## src/rtl/bp_pkg.sv

```systemverilog
// Shared branch-predictor table geometry, FSM encoding and PC slicing helpers.
// Used by the table scheduler and by the NPC generator's table read path.
package bp_pkg;

  localparam int         BTB_SET   = 64;
  localparam int         BHT_SET   = 4096;
  localparam logic [1:0] BHT_INIT  = 2'b01;

  localparam int BTB_IDX_W = $clog2(BTB_SET);
  localparam int BHT_IDX_W = $clog2(BHT_SET);
  localparam int BTB_TAG_W = 30 - BTB_IDX_W;

  typedef enum logic {
    ST_INIT = 1'b0,
    ST_RUN  = 1'b1
  } bp_state_e;

  typedef struct packed {
    logic [BTB_TAG_W-1:0] btb_tag;
    logic [BTB_IDX_W-1:0] btb_idx;
    logic [BHT_IDX_W-1:0] bht_idx;
  } bp_pc_slice_t;

  // Takes the word address (pc[31:2]); instructions are word aligned.
  function automatic bp_pc_slice_t pc_slice(input logic [29:0] word_addr);
    bp_pc_slice_t s;
    s.btb_tag = word_addr[29:BTB_IDX_W];
    s.btb_idx = word_addr[BTB_IDX_W-1:0];
    s.bht_idx = word_addr[BHT_IDX_W-1:0];
    return s;
  endfunction

endpackage

```

## src/rtl/bp_sat_counter2.sv

```systemverilog
// Two-bit saturating counter step: taken counts up to 3, not-taken down to 0.
// Purely combinational, no backpressure.
module bp_sat_counter2 (
  input  logic [1:0] cnt,
  input  logic       taken,
  output logic [1:0] cnt_nxt
);

  always_comb begin
    cnt_nxt = cnt;
    if (taken) begin
      if (cnt != 2'b11) cnt_nxt = cnt + 2'b01;
    end else begin
      if (cnt != 2'b00) cnt_nxt = cnt - 2'b01;
    end
  end

endmodule

```

## src/rtl/bp_table_scheduler.sv

```systemverilog
// Single write port owner for BTB/BHT: init sweep (BHT_SET cycles) then same-cycle EX updates.
// Updates arriving mid-sweep are dropped and counted; flush_req restarts the sweep and wins over updates.
module bp_table_scheduler
  import bp_pkg::*;
(
  input  logic                 clk,
  input  logic                 rst,
  input  logic                 flush_req,
  input  logic                 upd_valid,
  input  logic [31:0]          upd_pc,
  input  logic                 upd_taken,
  input  logic [31:0]          upd_target,
  input  logic                 upd_mispredict,
  input  logic [1:0]           bht_rdata,
  output logic                 btb_we,
  output logic [BTB_IDX_W-1:0] btb_waddr,
  output logic [BTB_TAG_W-1:0] btb_wtag,
  output logic [31:0]          btb_wtarget,
  output logic                 btb_wvalid,
  output logic                 bht_we,
  output logic [BHT_IDX_W-1:0] bht_waddr,
  output logic [1:0]           bht_wdata,
  output logic                 pred_enable,
  output logic                 init_busy,
  output logic [63:0]          stat_total,
  output logic [63:0]          stat_correct,
  output logic [31:0]          stat_dropped
);

  if (BTB_SET > BHT_SET || (BTB_SET & (BTB_SET - 1)) != 0 ||
      (BHT_SET & (BHT_SET - 1)) != 0) begin : g_bad_geometry
    $error("bp_table_scheduler: table sizes must be powers of 2 with BTB_SET <= BHT_SET");
  end

  bp_state_e            state, state_nxt;
  logic [BHT_IDX_W-1:0] idx, idx_nxt;
  logic [1:0]           cnt_nxt;
  bp_pc_slice_t         upd_slice;
  logic                 upd_commit;
  logic                 upd_drop;
  logic                 unused_pc_lsb;

  assign upd_slice     = pc_slice(upd_pc[31:2]);
  assign unused_pc_lsb = ^upd_pc[1:0];

  bp_sat_counter2 u_sat (
    .cnt     (bht_rdata),
    .taken   (upd_taken),
    .cnt_nxt (cnt_nxt)
  );

  always_ff @(posedge clk) begin
    if (rst) begin
      state <= ST_INIT;
      idx   <= '0;
    end else begin
      state <= state_nxt;
      idx   <= idx_nxt;
    end
  end

  always_comb begin
    state_nxt   = state;
    idx_nxt     = idx;
    btb_we      = 1'b0;
    btb_waddr   = '0;
    btb_wtag    = '0;
    btb_wtarget = '0;
    btb_wvalid  = 1'b0;
    bht_we      = 1'b0;
    bht_waddr   = '0;
    bht_wdata   = '0;
    pred_enable = 1'b0;
    init_busy   = 1'b1;
    upd_commit  = 1'b0;
    upd_drop    = 1'b0;

    if (!rst) begin
      unique case (state)
        ST_INIT: begin
          // BTB is no larger than the BHT, so it is covered by the first BTB_SET steps.
          bht_we    = 1'b1;
          bht_waddr = idx;
          bht_wdata = BHT_INIT;
          btb_we    = (32'(idx) < 32'(BTB_SET));
          btb_waddr = idx[BTB_IDX_W-1:0];
          idx_nxt   = idx + BHT_IDX_W'(1);
          if (idx == BHT_IDX_W'(BHT_SET - 1)) state_nxt = ST_RUN;
          upd_drop  = upd_valid;
        end
        ST_RUN: begin
          init_busy   = 1'b0;
          pred_enable = 1'b1;
          btb_waddr   = upd_slice.btb_idx;
          btb_wtag    = upd_slice.btb_tag;
          btb_wtarget = upd_target;
          btb_wvalid  = 1'b1;
          bht_waddr   = upd_slice.bht_idx;
          bht_wdata   = cnt_nxt;
          if (upd_valid && !flush_req) begin
            btb_we     = 1'b1;
            bht_we     = 1'b1;
            upd_commit = 1'b1;
          end
        end
      endcase

      if (flush_req) begin
        state_nxt = ST_INIT;
        idx_nxt   = '0;
        upd_drop  = 1'b0;
      end
    end
  end

  always_ff @(posedge clk) begin
    if (rst) begin
      stat_total   <= '0;
      stat_correct <= '0;
      stat_dropped <= '0;
    end else begin
      if (flush_req) begin
        stat_total   <= '0;
        stat_correct <= '0;
      end else if (upd_commit) begin
        stat_total <= stat_total + 64'd1;
        if (!upd_mispredict) stat_correct <= stat_correct + 64'd1;
      end
      if (upd_drop && stat_dropped != '1) stat_dropped <= stat_dropped + 32'd1;
    end
  end

endmodule

```

## config.mk

```make
export PLATFORM = sky130hd
export DESIGN_NAME = bp_table_scheduler
export DESIGN_NICKNAME = d
export VERILOG_FILES = /design/src/rtl/bp_pkg.sv /design/src/rtl/bp_sat_counter2.sv /design/src/rtl/bp_table_scheduler.sv
export SDC_FILE = /design/constraint.sdc
export NUM_CORES = 1
export LEC_CHECK = 0
export BUFFER_PORTS_ARGS = -buffer_cell sky130_fd_sc_hd__buf_2
export CORE_ASPECT_RATIO = 1.1
export CORE_MARGIN = 3
export CORE_UTILIZATION = 55
export CTS_CLUSTER_SIZE = 20
export DETAILED_ROUTE_END_ITERATION = 8
export PLACE_DENSITY = 0.87
export SYNTH_ARGS = -nofsm -noshare
export SYNTH_HDL_FRONTEND = slang
export SYNTH_SLANG_ARGS = --single-unit
```

## constraint.sdc

```tcl
create_clock -name clk -period 5.5 [get_ports clk]
set_input_delay 0.55 -clock clk [delete_from_list [all_inputs] [get_ports clk]]
set_output_delay 0.55 -clock clk [all_outputs]
set_load 0.02 [all_outputs]
```

* Yosys cells after proc, flatten, opt, wreduce, memory -nomap -nowiden *
Index checks and enable logic that the tools add are counted.

storage, ports and cells
  output and inout port bits = 241
  register bits = 173

cells by class
  add/sub/neg operators = 6
  bitwise gates (word level) = 2
  reduce and logical (&&, ||, !) cells = 6
  magnitude comparators = 1
  muxes and demuxes = 29
  equality and inequality tests = 3

operators with widths
  operator                 number
  $add A64 B1 Y64 const B  2
  $mux W32                 2
  $mux W24                 2
  $add A32 B1 Y32 const B  1
  $ne A32 B32 Y1 const B   1
  $pmux W12 S2             1
  $mux W1                  14
  $add A12 B1 Y12 const B  1
  $eq A12 B12 Y1 const B   1
  $lt A12 B7 Y1 const B    1
  $mux W12                 1
  $pmux W6 S2              1
  $mux W2                  4
  $mux W6                  1
  $pmux W1 S2              2
  $pmux W2 S2              1
  $add A2 B1 Y2 const B    1
  $logic_and A1 B1 Y1      2
  $ne A2 B2 Y1 const B     1
  $not A1 Y1               2
  $reduce_and A2 Y1        1
  $reduce_bool A2 Y1       1
  $reduce_or A2 Y1         1
  $sub A2 B1 Y2 const B    1
  $logic_not A1 Y1         1

* Logic depth before layout (Yosys ltp) *
Gate-level depths: netlist of the first run.

  word-level depth = 6
  gate-level depth with buffers = 8

* Modules after synthesis *
Synthesis of the first run repeated with hierarchy kept, for this count alone.

unflattened totals
  cells, all modules = 1115
  area, all modules = 9051.2 µm²

by module, submodules not included
  module              instances  cells an instance  seq. area each (µm²)  area an instance (µm²)
  bp_table_scheduler  1          1112               3463.3                9024.9
  bp_sat_counter2     1          3                  0.0                   26.3

* Worst setup path before layout of the first run *
Ideal clock, no wire load.

  kind = register to output
  start = register state
  end = output port btb_waddr[0]
  setup slack = 3024 ps
  data arrival time = 1926 ps
  buffers on the path = 4
  cell stages (with the launch flop) = 7
  path through = dfxtp_1 -> buf_6 -> clkbuf_1 -> buf_1 -> mux2i_1 -> nor2_1 -> buf_4

on the way
  cells in the longest elaborated chain, start to end = 3

RTL lines
  element                   line                      RTL
  start: declaration        bp_table_scheduler.sv:35  bp_state_e state, state_nxt;
  start signal: assignment  bp_table_scheduler.sv:57  state <= state_nxt;
  $not A1 Y1                -
  $pmux W6 S2 (*)           bp_table_scheduler.sv:79  unique case (state)
  $mux W6 (*)               bp_table_scheduler.sv:78  if (!rst) begin
  end: declaration          bp_table_scheduler.sv:16  output logic [BTB_IDX_W-1:0] btb_waddr,

Mark *: on every way between the ends. The rest lies on a longest branch, timed or not.

* Final worst setup path of the first run *
  start = register state
  end = output port btb_wtarget[29]

on the way
  cells in the longest elaborated chain, start to end = 2

RTL lines
  element           line                      RTL
  $mux W32          bp_table_scheduler.sv:79
  $mux W32          bp_table_scheduler.sv:78
  end: declaration  bp_table_scheduler.sv:18  output logic [31:0] btb_wtarget,

No other way between the ends.

==> impl_metrics.tcl, run 1 <==
set metrics [dict create \
    status "completed" \
    synth_async_sr_flop_share 0 \
    peakVddDrop_mv 0.211 \
    nNetsFinal 1461 \
    drtPass1Iterations 7 \
    p_per_area_mw_per_mm2 231 \
    crit_fanout 58 \
    synth_top_area_cell "dfxtp_1" \
    rsz0062_at_grt "false" \
    fmax_mhz 310 \
    worst_slack_ns 2.27 \
    finalCriticalPeriod_ns 3.23 \
    critPathKind "register to output port" \
    drv_cap 0 \
    avgSynthCellArea_um2 8.13 \
    final_hold_viol_count 0 \
    fin_worst_skew_ns 0.0112 \
    relSlewSlack 0.219 \
    coreArea_mm2 0.0160 \
    grt-ovfl-total 0 \
    drc 0 \
    ys_seq_area_frac 0.381 \
    ys_top_cells_by_area "dfxtp_1 (38%), a21oi_1 (5.2%), nor2_1 (4.7%)" \
    clk_pin_slew_ns 0.06 \
    port_buffers 310 \
    ys_ff_latch 173 \
    cts_resized 0 \
    insertion_delay_ns 0.43 \
    dp_hpwl_mm 19.7 \
    synth_fp_nets 1195 \
    die-area_mm2 0.0181 \
    vias 9582 \
    holdBufCountCts 0 \
    cts_tree "yes" \
    drv_slew 0 \
    start_kind "register" \
    numCtsBuffers 17 \
    detail-route-antenna-nets 0 \
    drtIter0Drc 810 \
    p_leak_nw 4.46 \
    endpoint_kind "output port" \
    cts_buffer_depth 2 \
    rows 48 \
    area_growth_pct 24.0 \
    min-delay-path-class "register to register" \
    synth_cell_types 58 \
    synth_area_mm2 0.00910 \
    max_stage_delay_ns 0.86 \
    path_cells "buf_4 > nand2b_1 > inv_1 > and2_1 > buf_2" \
    pin_count 313 \
    grt_max_degree 102 \
    start_util 0.570 \
    drive_gt1_frac 0.265 \
    finalWirelength_mm 27.3 \
    path_delay_family "buffers and inverters" \
    htree_levels 4 \
    die_h_um 141 \
    crit_buf_inv 3 \
    final_area_mm2 0.0113 \
    antenna_found_initial 3 \
    cpMaxStageDelayCell "inv_1" \
    synth_edf_count 0 \
    worst_ep_required_time_ns 4.95 \
    worstPathArrival_ns 2.68 \
    yosys_warnings 0 \
    die_x_um 129 \
    ys.flop_type "dfxtp_1" \
    cts.sinks 173 \
    fin_tns_setup_ns 0 \
    root_buffer "clkbuf_16" \
    gp_congestion 0.882 \
    yosysTopAreaCellShare 0.381 \
    reg2reg_slack_ns 2.68 \
    finalSetupViolations 0 \
    cts_setup_buffers 0 \
    dpl-instance-area_mm2 0.0106 \
    worst_pin_slew_ns 1.17 \
    finalCritPeriodShare 0.586 \
    grt_usage 0.287 \
    synthCells 1119 \
    grt_pass1_vias 8617 \
    place_ws_ns 2.21 \
    avgViaCountPerCell 5.99 \
    grt_pass1_wl_mm 43.6 \
    wl_per_cell_um 17.1 \
]
-- layout make-up --
cell class	count	area, um2
fill	1281	4690
tap	200	250
timing repair buffer	314	1580
inverter	15	56.3
sequential	173	3460
clock buffer	23	508
clock inverter	9	131
antenna	1	2.50
multi-input combinational	864	5290
-- synthesized netlist by cell type (3+ instances only) --
| library cell | count |
|---|---|
| nor2b_1 | 7 |
| or4_1 | 43 |
| nor4_1 | 10 |
| and3_1 | 16 |
| nor2_1 | 115 |
| and4_1 | 19 |
| nand2b_1 | 6 |
| buf_2 | 8 |
| buf_1 | 9 |
| o21ai_0 | 20 |
| or2_2 | 3 |
| o31ai_1 | 39 |
| nor4_4 | 3 |
| nand2_1 | 66 |
| mux2_4 | 3 |
| dfxtp_1 | 173 |
| nand4_1 | 55 |
| mux2i_1 | 17 |
| clkbuf_1 | 42 |
| ha_1 | 4 |
| xor2_1 | 32 |
| xnor2_1 | 38 |
| nand3_1 | 71 |
| and2_1 | 66 |
| nor3_1 | 21 |
| inv_1 | 15 |
| or2_0 | 3 |
| buf_4 | 7 |
| a21oi_1 | 94 |
| o21ai_1 | 32 |
| or3_1 | 47 |
| a31o_1 | 3 |
-- cell usage in the layout, fill, tap and decap left out, types with 3 or more instances in the layout --
| cell type | Yosys | final |
|---|---|---|
| nor3_1 | 21 | 21 |
| bufinv_16 | 0 | 3 |
| nor4_4 | 3 | 3 |
| inv_1 | 15 | 15 |
| o21ai_0 | 20 | 20 |
| or3_1 | 47 | 47 |
| a31o_1 | 3 | 3 |
| xor2_1 | 32 | 32 |
| xnor2_1 | 38 | 38 |
| o21ai_1 | 32 | 32 |
| clkbuf_8 | 0 | 6 |
| and3_1 | 16 | 16 |
| nor2_1 | 115 | 115 |
| buf_2 | 8 | 310 |
| ha_1 | 4 | 4 |
| or2_0 | 3 | 3 |
| clkinvlp_4 | 0 | 3 |
| nand2b_1 | 6 | 6 |
| clkbuf_16 | 0 | 17 |
| or4_1 | 43 | 43 |
| mux2_4 | 3 | 3 |
| a21oi_1 | 94 | 94 |
| nand4_1 | 55 | 55 |
| and2_1 | 66 | 66 |
| nand3_1 | 71 | 71 |
| and4_1 | 19 | 19 |
| o31ai_1 | 39 | 39 |
| nor2b_1 | 7 | 7 |
| nor4_1 | 10 | 10 |
| mux2i_1 | 17 | 17 |
| buf_4 | 7 | 4 |
| dfxtp_1 | 173 | 173 |
| nand2_1 | 66 | 66 |
-- metrics by stage --
stage                     hold WS (ns)  power, mW  utilization  instances
final                            0.486       2.61        0.706       1599
after global routing             0.506       2.67        0.706       1598
after detailed placement         0.482       1.35        0.666       1566
after floorplan                  0.460       1.32            -       1119
after CTS                        0.471       2.62        0.706       1598
after global placement           0.462       1.35        0.666       1566
-- registers in the layout (all words and copies together) (netlist names) --
signal	flops
state	1
stat_correct	64
stat_total	64
idx	12
stat_dropped	32
-- kinds of logic (layout without fill, tap and decap cells) --
group | count (synthesis) | count (layout) | share of synthesized area
AOI/OAI and AO/OA | 199 | 199 | 0.130
xor gates and xnor gates | 70 | 70 | 0.0674
adders and majority gates | 4 | 4 | 0.00550
buffers and inverters | 82 | 361 | 0.0386
DFF | 173 | 173 | 0.381
muxes | 21 | 21 | 0.0249
other | 0 | 1 | 0
and+or+nand+nor | 570 | 570 | 0.353
-- where the power goes --
group | internal (mW) | total (mW) | switching, mW | leakage [nW]
clock network | 0.787 | 1.28 | 0.496 | 0.307
logic | 0.0264 | 0.0704 | 0.0440 | 2.76
registers | 1.25 | 1.26 | 0.00168 | 1.39
total | 2.07 | 2.61 | 0.542 | 4.46
-- path summary, 6_finish.rpt --
kind / cells after the start / from / to
worst max-delay path: 5 / state / btb_wtarget[29]
worst min-delay path: 2 / stat_correct[63] / stat_correct[63]
worst max register to register: 6 / stat_correct[0] / stat_correct[38]
worst min register to register: 2 / stat_correct[63] / stat_correct[63]
-- worst register-to-register path, stage by stage (launching register included) --
cell and delay [ns]:
dfxtp_1 0.39, ha_1 0.20, nand4b_1 0.24, nor4_2 0.46, nand2_1 0.61, or4_1 0.71, a21oi_1 0.15
-- layer usage --
| metal | wire [um] | vias up | track usage | share of wire |
|---|---|---|---|---|
| met5 | 25 | - | 0 | 0.00092 |
| met4 | 399 | 4 | 0.0597 | 0.015 |
| met3 | 2550 | 44 | 0.0830 | 0.094 |
| met2 | 12600 | 413 | 0.451 | 0.46 |
| met1 | 11700 | 4521 | 0.395 | 0.43 |
| li1 | - | 4600 | - | - |
No activity file was read; power rests on OpenSTA's default activity.
==> inputs of run 2 (changes only) <==
Settings changed: CORE_UTILIZATION 55 to 46, PLACE_DENSITY 0.87 to 0.77.
Clock period 5.5 ns to 2.8 ns, I/O delays scaled along.
==> run 2 against run 1 <==
Final area grew 1.2%. Flip-flop and latch count unchanged. Critical endpoint is now stat_correct[43]. Non-clock buffer count is 16 higher. Register-to-register slack worse by 2.3 ns.
==> impl_metrics.tcl, run 2 (synthesized netlist as in run 1, its figures left out) <==
set metrics [dict create \
    port_buffers 310 \
    grt_pass1_wl_mm 44.5 \
    grt-ovfl-total 0 \
    fin_worst_skew_ns 0.0158 \
    start_kind "register" \
    clk_pin_slew_ns 0.07 \
    p_per_area_mw_per_mm2 438 \
    dpl-instance-area_mm2 0.0108 \
    cts_resized 0 \
    whs_endpoint "stat_correct[1]" \
    coreArea_mm2 0.0193 \
    reg2regPathDepth 6 \
    crit_buf_inv 1 \
    avgViaCountPerCell 5.74 \
    finalWirelength_mm 28.0 \
    worst_ep_required_time_ns 3.16 \
    endpoint_kind "register" \
    gp_congestion 0.944 \
    fmax_mhz 417 \
    drv_slew 0 \
    final_util 0.592 \
    detail-route-antenna-nets 0 \
    cts.sinks 173 \
    worstPathArrival_ns 2.76 \
    p_leak_nw 4.51 \
    start_util 0.472 \
    grt_pass1_vias 8565 \
    cts_tree "yes" \
    die_x_um 140 \
    wl_per_cell_um 16.8 \
    fin_tns_setup_ns 0 \
    peakVddDrop_mv 0.448 \
    insertion_delay_ns 0.43 \
    critPathKind "register to register" \
    timing.rr.end "stat_correct[43]" \
    reg2reg_slack_ns 0.40 \
    final_common_cell "buf_2" \
    holdBufCountCts 0 \
    finalSetupViolations 0 \
    path_cells "and4bb_2 > and2_1 > nand3_1 > buf_4 > or4_1 > a21oi_1" \
    worst_pin_slew_ns 0.781 \
    antenna_found_initial 2 \
    root_buffer "clkbuf_16" \
    htree_levels 4 \
    path_delay_family "simple AND/OR/NAND/NOR gates" \
    rsz0062_at_grt "false" \
    holdWs_ns 0.208 \
    cts_buffer_depth 2 \
    whs_path_depth 4 \
    drtIter0Drc 727 \
    r2r_start "state" \
    cpMaxStageDelayCell "or4_1" \
    numCtsBuffers 17 \
    reg.largest.list "stat_correct (64), stat_total (64), stat_dropped (32)" \
    die-area_mm2 0.0215 \
    die_h_um 154 \
    vias 9537 \
    mostFrequentLayoutCells "buf_2 (310), dfxtp_1 (173), nor2_1 (115)" \
    cts_setup_buffers 0 \
    total_power_mw 5.00 \
    min-delay-path-class "input pin to register" \
    grt_usage 0.248 \
    final_hold_viol_count 0 \
    finalCritPeriodShare 0.856 \
    status "completed" \
    grt_max_degree 59 \
    drive_gt1_frac 0.272 \
    hp-start "upd_mispredict" \
    max_stage_delay_ns 0.54 \
    relSlewSlack 0.477 \
    nNetsFinal 1477 \
    drtPass1Iterations 5 \
    crit_fanout 42 \
    finalCriticalPeriod_ns 2.40 \
    drc 0 \
    rows 53 \
    drv_cap 0 \
    pin_count 313 \
    final_area_mm2 0.0114 \
    area_growth_pct 25.5 \
    dp_hpwl_mm 20.9 \
]
-- run 2: cell count changes in the layout (fill, tap and decap cells not counted), sizes merged --
cell / delta
bufinv: -1
inv: +6
clkbuf: -5
buf: +16
-- run 2: tightest hold or removal path: stages --
cell and delay (ns):
buf_2 0.12, nor2_1 0.07, nand2_1 0.06, a21oi_1 0.05
-- run 2: per-layer routing --
layer,track usage,wire (um),vias up,share of wire
li1,-,-,4637,-
met1,0.342,12500,4497,0.45
met2,0.385,12600,366,0.45
met3,0.0669,2460,35,0.088
met4,0.0632,403,2,0.014
met5,0,13,-,0.00046
-- run 2: worst max-delay path by stage --
stage | from | end | slack (ns) | cells after the start
2_1_floorplan | stat_dropped[12] | stat_dropped[1] | 0.51 | 8
3_3_place_gp | flush_req | stat_correct[61] | 0.42 | 7
3_5_place_dp | flush_req | stat_correct[61] | 0.36 | 7
6_report | state | stat_correct[43] | 0.40 | 6
4_1_cts | state | stat_correct[49] | 0.37 | 6
5_1_grt | state | stat_total[58] | 0.17 | 5
-- run 2: report_power, final --
part	internal, mW	switching (mW)	total (mW)
sequential	2.46	0.00305	2.46
clock	1.33	1.05	2.39
combinational	0.0573	0.0922	0.150
-- run 2: layout make-up --
| class | count | area (um2) |
|---|---|---|
| tap | 247 | 309 |
| sequential | 173 | 3460 |
| fill | 1797 | 7880 |
| clock buffer | 18 | 429 |
| antenna | 1 | 2.50 |
| timing repair buffer | 330 | 1710 |
| clock inverter | 14 | 158 |
| inverter | 15 | 56.3 |
| multi-input combinational | 864 | 5290 |
-- run 2: through the flow --
step / setup slack (ns) / instances
after global placement: 0.417 / 1629
after floorplan: 0.508 / 1119
after detailed placement: 0.363 / 1629
after CTS: 0.373 / 1661
after global routing: 0.169 / 1661
final: 0.402 / 1662
==> inputs of run 3 (changes only) <==
Settings changed: ABC_AREA set to 1, CORE_UTILIZATION 46 to 48, PLACE_DENSITY 0.77 to 0.78.
==> run 3 against run 2 <==
Sequential share of layout area fell by 4.0 points. Sequential power barely moved. Combinational power rose by 31%. Clock power rose by 3%. Largest cell class unchanged. Largest power group is now clock. Highest routed layer unchanged.
==> impl_metrics.tcl, run 3 <==
set metrics [dict create \
    synth.most_common_cell "nand2_1" \
    p_per_area_mw_per_mm2 389 \
    gp_congestion 0.944 \
    finalCriticalPeriod_ns 2.28 \
    drv_cap 0 \
    worstPathArrival_ns 2.00 \
    finalSetupViolations 0 \
    detail-route-antenna-nets 0 \
    fmax_mhz 439 \
    numCtsBuffers 17 \
    cts_resized 0 \
    final_util 0.596 \
    start_kind "register" \
    drive_gt1_frac 0.190 \
    clk_pin_slew_ns 0.07 \
    synth_async_sr_flop_share 0 \
    yosys_warnings 0 \
    ys.flop_type "dfxtp_1" \
    synth_edf_count 0 \
    start_util 0.490 \
    die-area_mm2 0.0244 \
    fin_tns_setup_ns 0 \
    holdWs_ns 0.338 \
    die_x_um 149 \
    ys_seq_area_frac 0.320 \
    fin_worst_skew_ns 0.0129 \
    synth_area_mm2 0.0108 \
    crit_fanout 14 \
    drc 0 \
    critPathKind "register to output port" \
    ys_top_cells_by_area "dfxtp_1 (32%), nand2_1 (19%), nor2_1 (14%)" \
    mostFrequentLayoutCells "nand2_1 (553), nor2_1 (416), buf_2 (310)" \
    endpoint_kind "output port" \
    nNetsFinal 2195 \
    avgViaCountPerCell 5.20 \
    relSlewSlack 0.481 \
    grt_usage 0.300 \
    grt-ovfl-total 0 \
    holdBufCountCts 0 \
    ys_ff_latch 173 \
    fillCellCount 2211 \
    drtIter0Drc 790 \
    worst_ep_required_time_ns 2.52 \
    yosysTopAreaCellShare 0.320 \
    cts_buffer_depth 2 \
    grt_pass1_vias 11614 \
    avgSynthCellArea_um2 5.91 \
    cts_tree "yes" \
    rsz0062_at_grt "false" \
    final_hold_viol_count 0 \
    synthCells 1833 \
    finalCritPeriodShare 0.814 \
    synth_top_area_cell "dfxtp_1" \
    p_leak_nw 5.43 \
    peakVddDrop_mv 0.388 \
    grt_pass1_wl_mm 59.1 \
    cts_setup_buffers 0 \
    dp_hpwl_mm 30.1 \
    port_buffers 310 \
    die_h_um 163 \
    grt_max_degree 88 \
    status "completed" \
    synth_top_cells_by_count "nand2_1 (553), nor2_1 (417), inv_1 (181)" \
    wl_per_cell_um 15.6 \
    min-delay-path-class "input pin to register" \
    area_growth_pct 21.6 \
    vias 12626 \
    drv_slew 0 \
    insertion_delay_ns 0.43 \
    reg.largest.list "stat_correct (64), stat_total (64), stat_dropped (32)" \
    final_common_cell "nand2_1" \
    pin_count 313 \
    synth_cell_types 42 \
    htree_levels 4 \
    antenna_found_initial 3 \
    root_buffer "clkbuf_16" \
    finalWirelength_mm 37.8 \
    cts.sinks 173 \
    worst_pin_slew_ns 0.779 \
    rows 57 \
    coreArea_mm2 0.0221 \
    synth_fp_nets 1909 \
    drtPass1Iterations 6 \
]
## run 3: cell types whose count changed after synthesis, sizes merged, moves of 32 or more
| cell | before | now |
|---|---|---|
| or3 | 48 | 0 |
| nor2 | 115 | 449 |
| nand3 | 71 | 115 |
| or4 | 44 | 0 |
| nand2 | 67 | 563 |
| inv | 15 | 184 |
| xnor2 | 38 | 6 |
| o31ai | 39 | 0 |
| and2 | 66 | 6 |
## run 3: worst paths after layout
path                        start               end  slack, ns  cells past startpoint
hold / removal     upd_mispredict   stat_correct[1]       0.34                      4
setup / recovery            state            btb_we       0.52                      5
hold reg to reg    stat_total[17]    stat_total[17]       0.50                      1
setup reg to reg  stat_dropped[0]  stat_dropped[18]       0.59                     12
## run 3: power breakdown
group	leakage [nW]	total, mW	switching [mW]	internal, mW
registers	1.39	2.46	0.00308	2.46
logic	3.75	0.196	0.128	0.0679
clock network	0.288	2.47	1.10	1.36
total	5.43	5.13	1.23	3.89
## run 3: layout make-up
class	instances	area, um2	area share
multi-input cells	1424	6400	0.486
flip-flops and latches	173	3460	0.263
repair buffers	317	1630	0.124
inverters	186	699	0.0531
clock buffers	19	443	0.0336
well taps	295	369	0.0280
clock inverters	13	153	0.0116
diodes	2	5.00	0.000380
## run 3: layer usage
layer | up-vias | global-route usage | part of all wire
li1 | 6344 | - | -
met1 | 5690 | 0.367 | 0.40
met2 | 504 | 0.518 | 0.48
met3 | 86 | 0.0463 | 0.074
met4 | 2 | 0.138 | 0.043
met5 | - | 0 | 0.00034
## run 3: metrics by stage
| stage | worst slack, ns | cells | power (mW) | cell area (um2) |
|---|---|---|---|---|
| finish | 0.520 | 2429 | 5.13 | 13200 |
| global route | 0.348 | 2429 | 5.28 | 13200 |
| CTS | 0.511 | 2427 | 5.16 | 13200 |
| detailed placement | 0.534 | 2395 | 2.72 | 12600 |
| global placement | 0.557 | 2395 | 2.71 | 12600 |
| floorplan | 0.976 | 1833 | 2.63 | 10800 |
## run 3: logic make-up after synthesis
kind of cell	after synthesis	share of synthesized area
buf+inv	236	0.0891
flops	173	0.320
compound gates	170	0.0837
xor+xnor	29	0.0235
simple gates	1221	0.479
fa+ha+maj	4	0.00462
## run 3: worst max-delay path, stage by stage, from the launching register on
cell	delay, ns
dfxtp_2	0.34
inv_2	0.26
nand2_2	0.23
o41ai_1	0.40
buf_4	0.20
buf_2	0.16
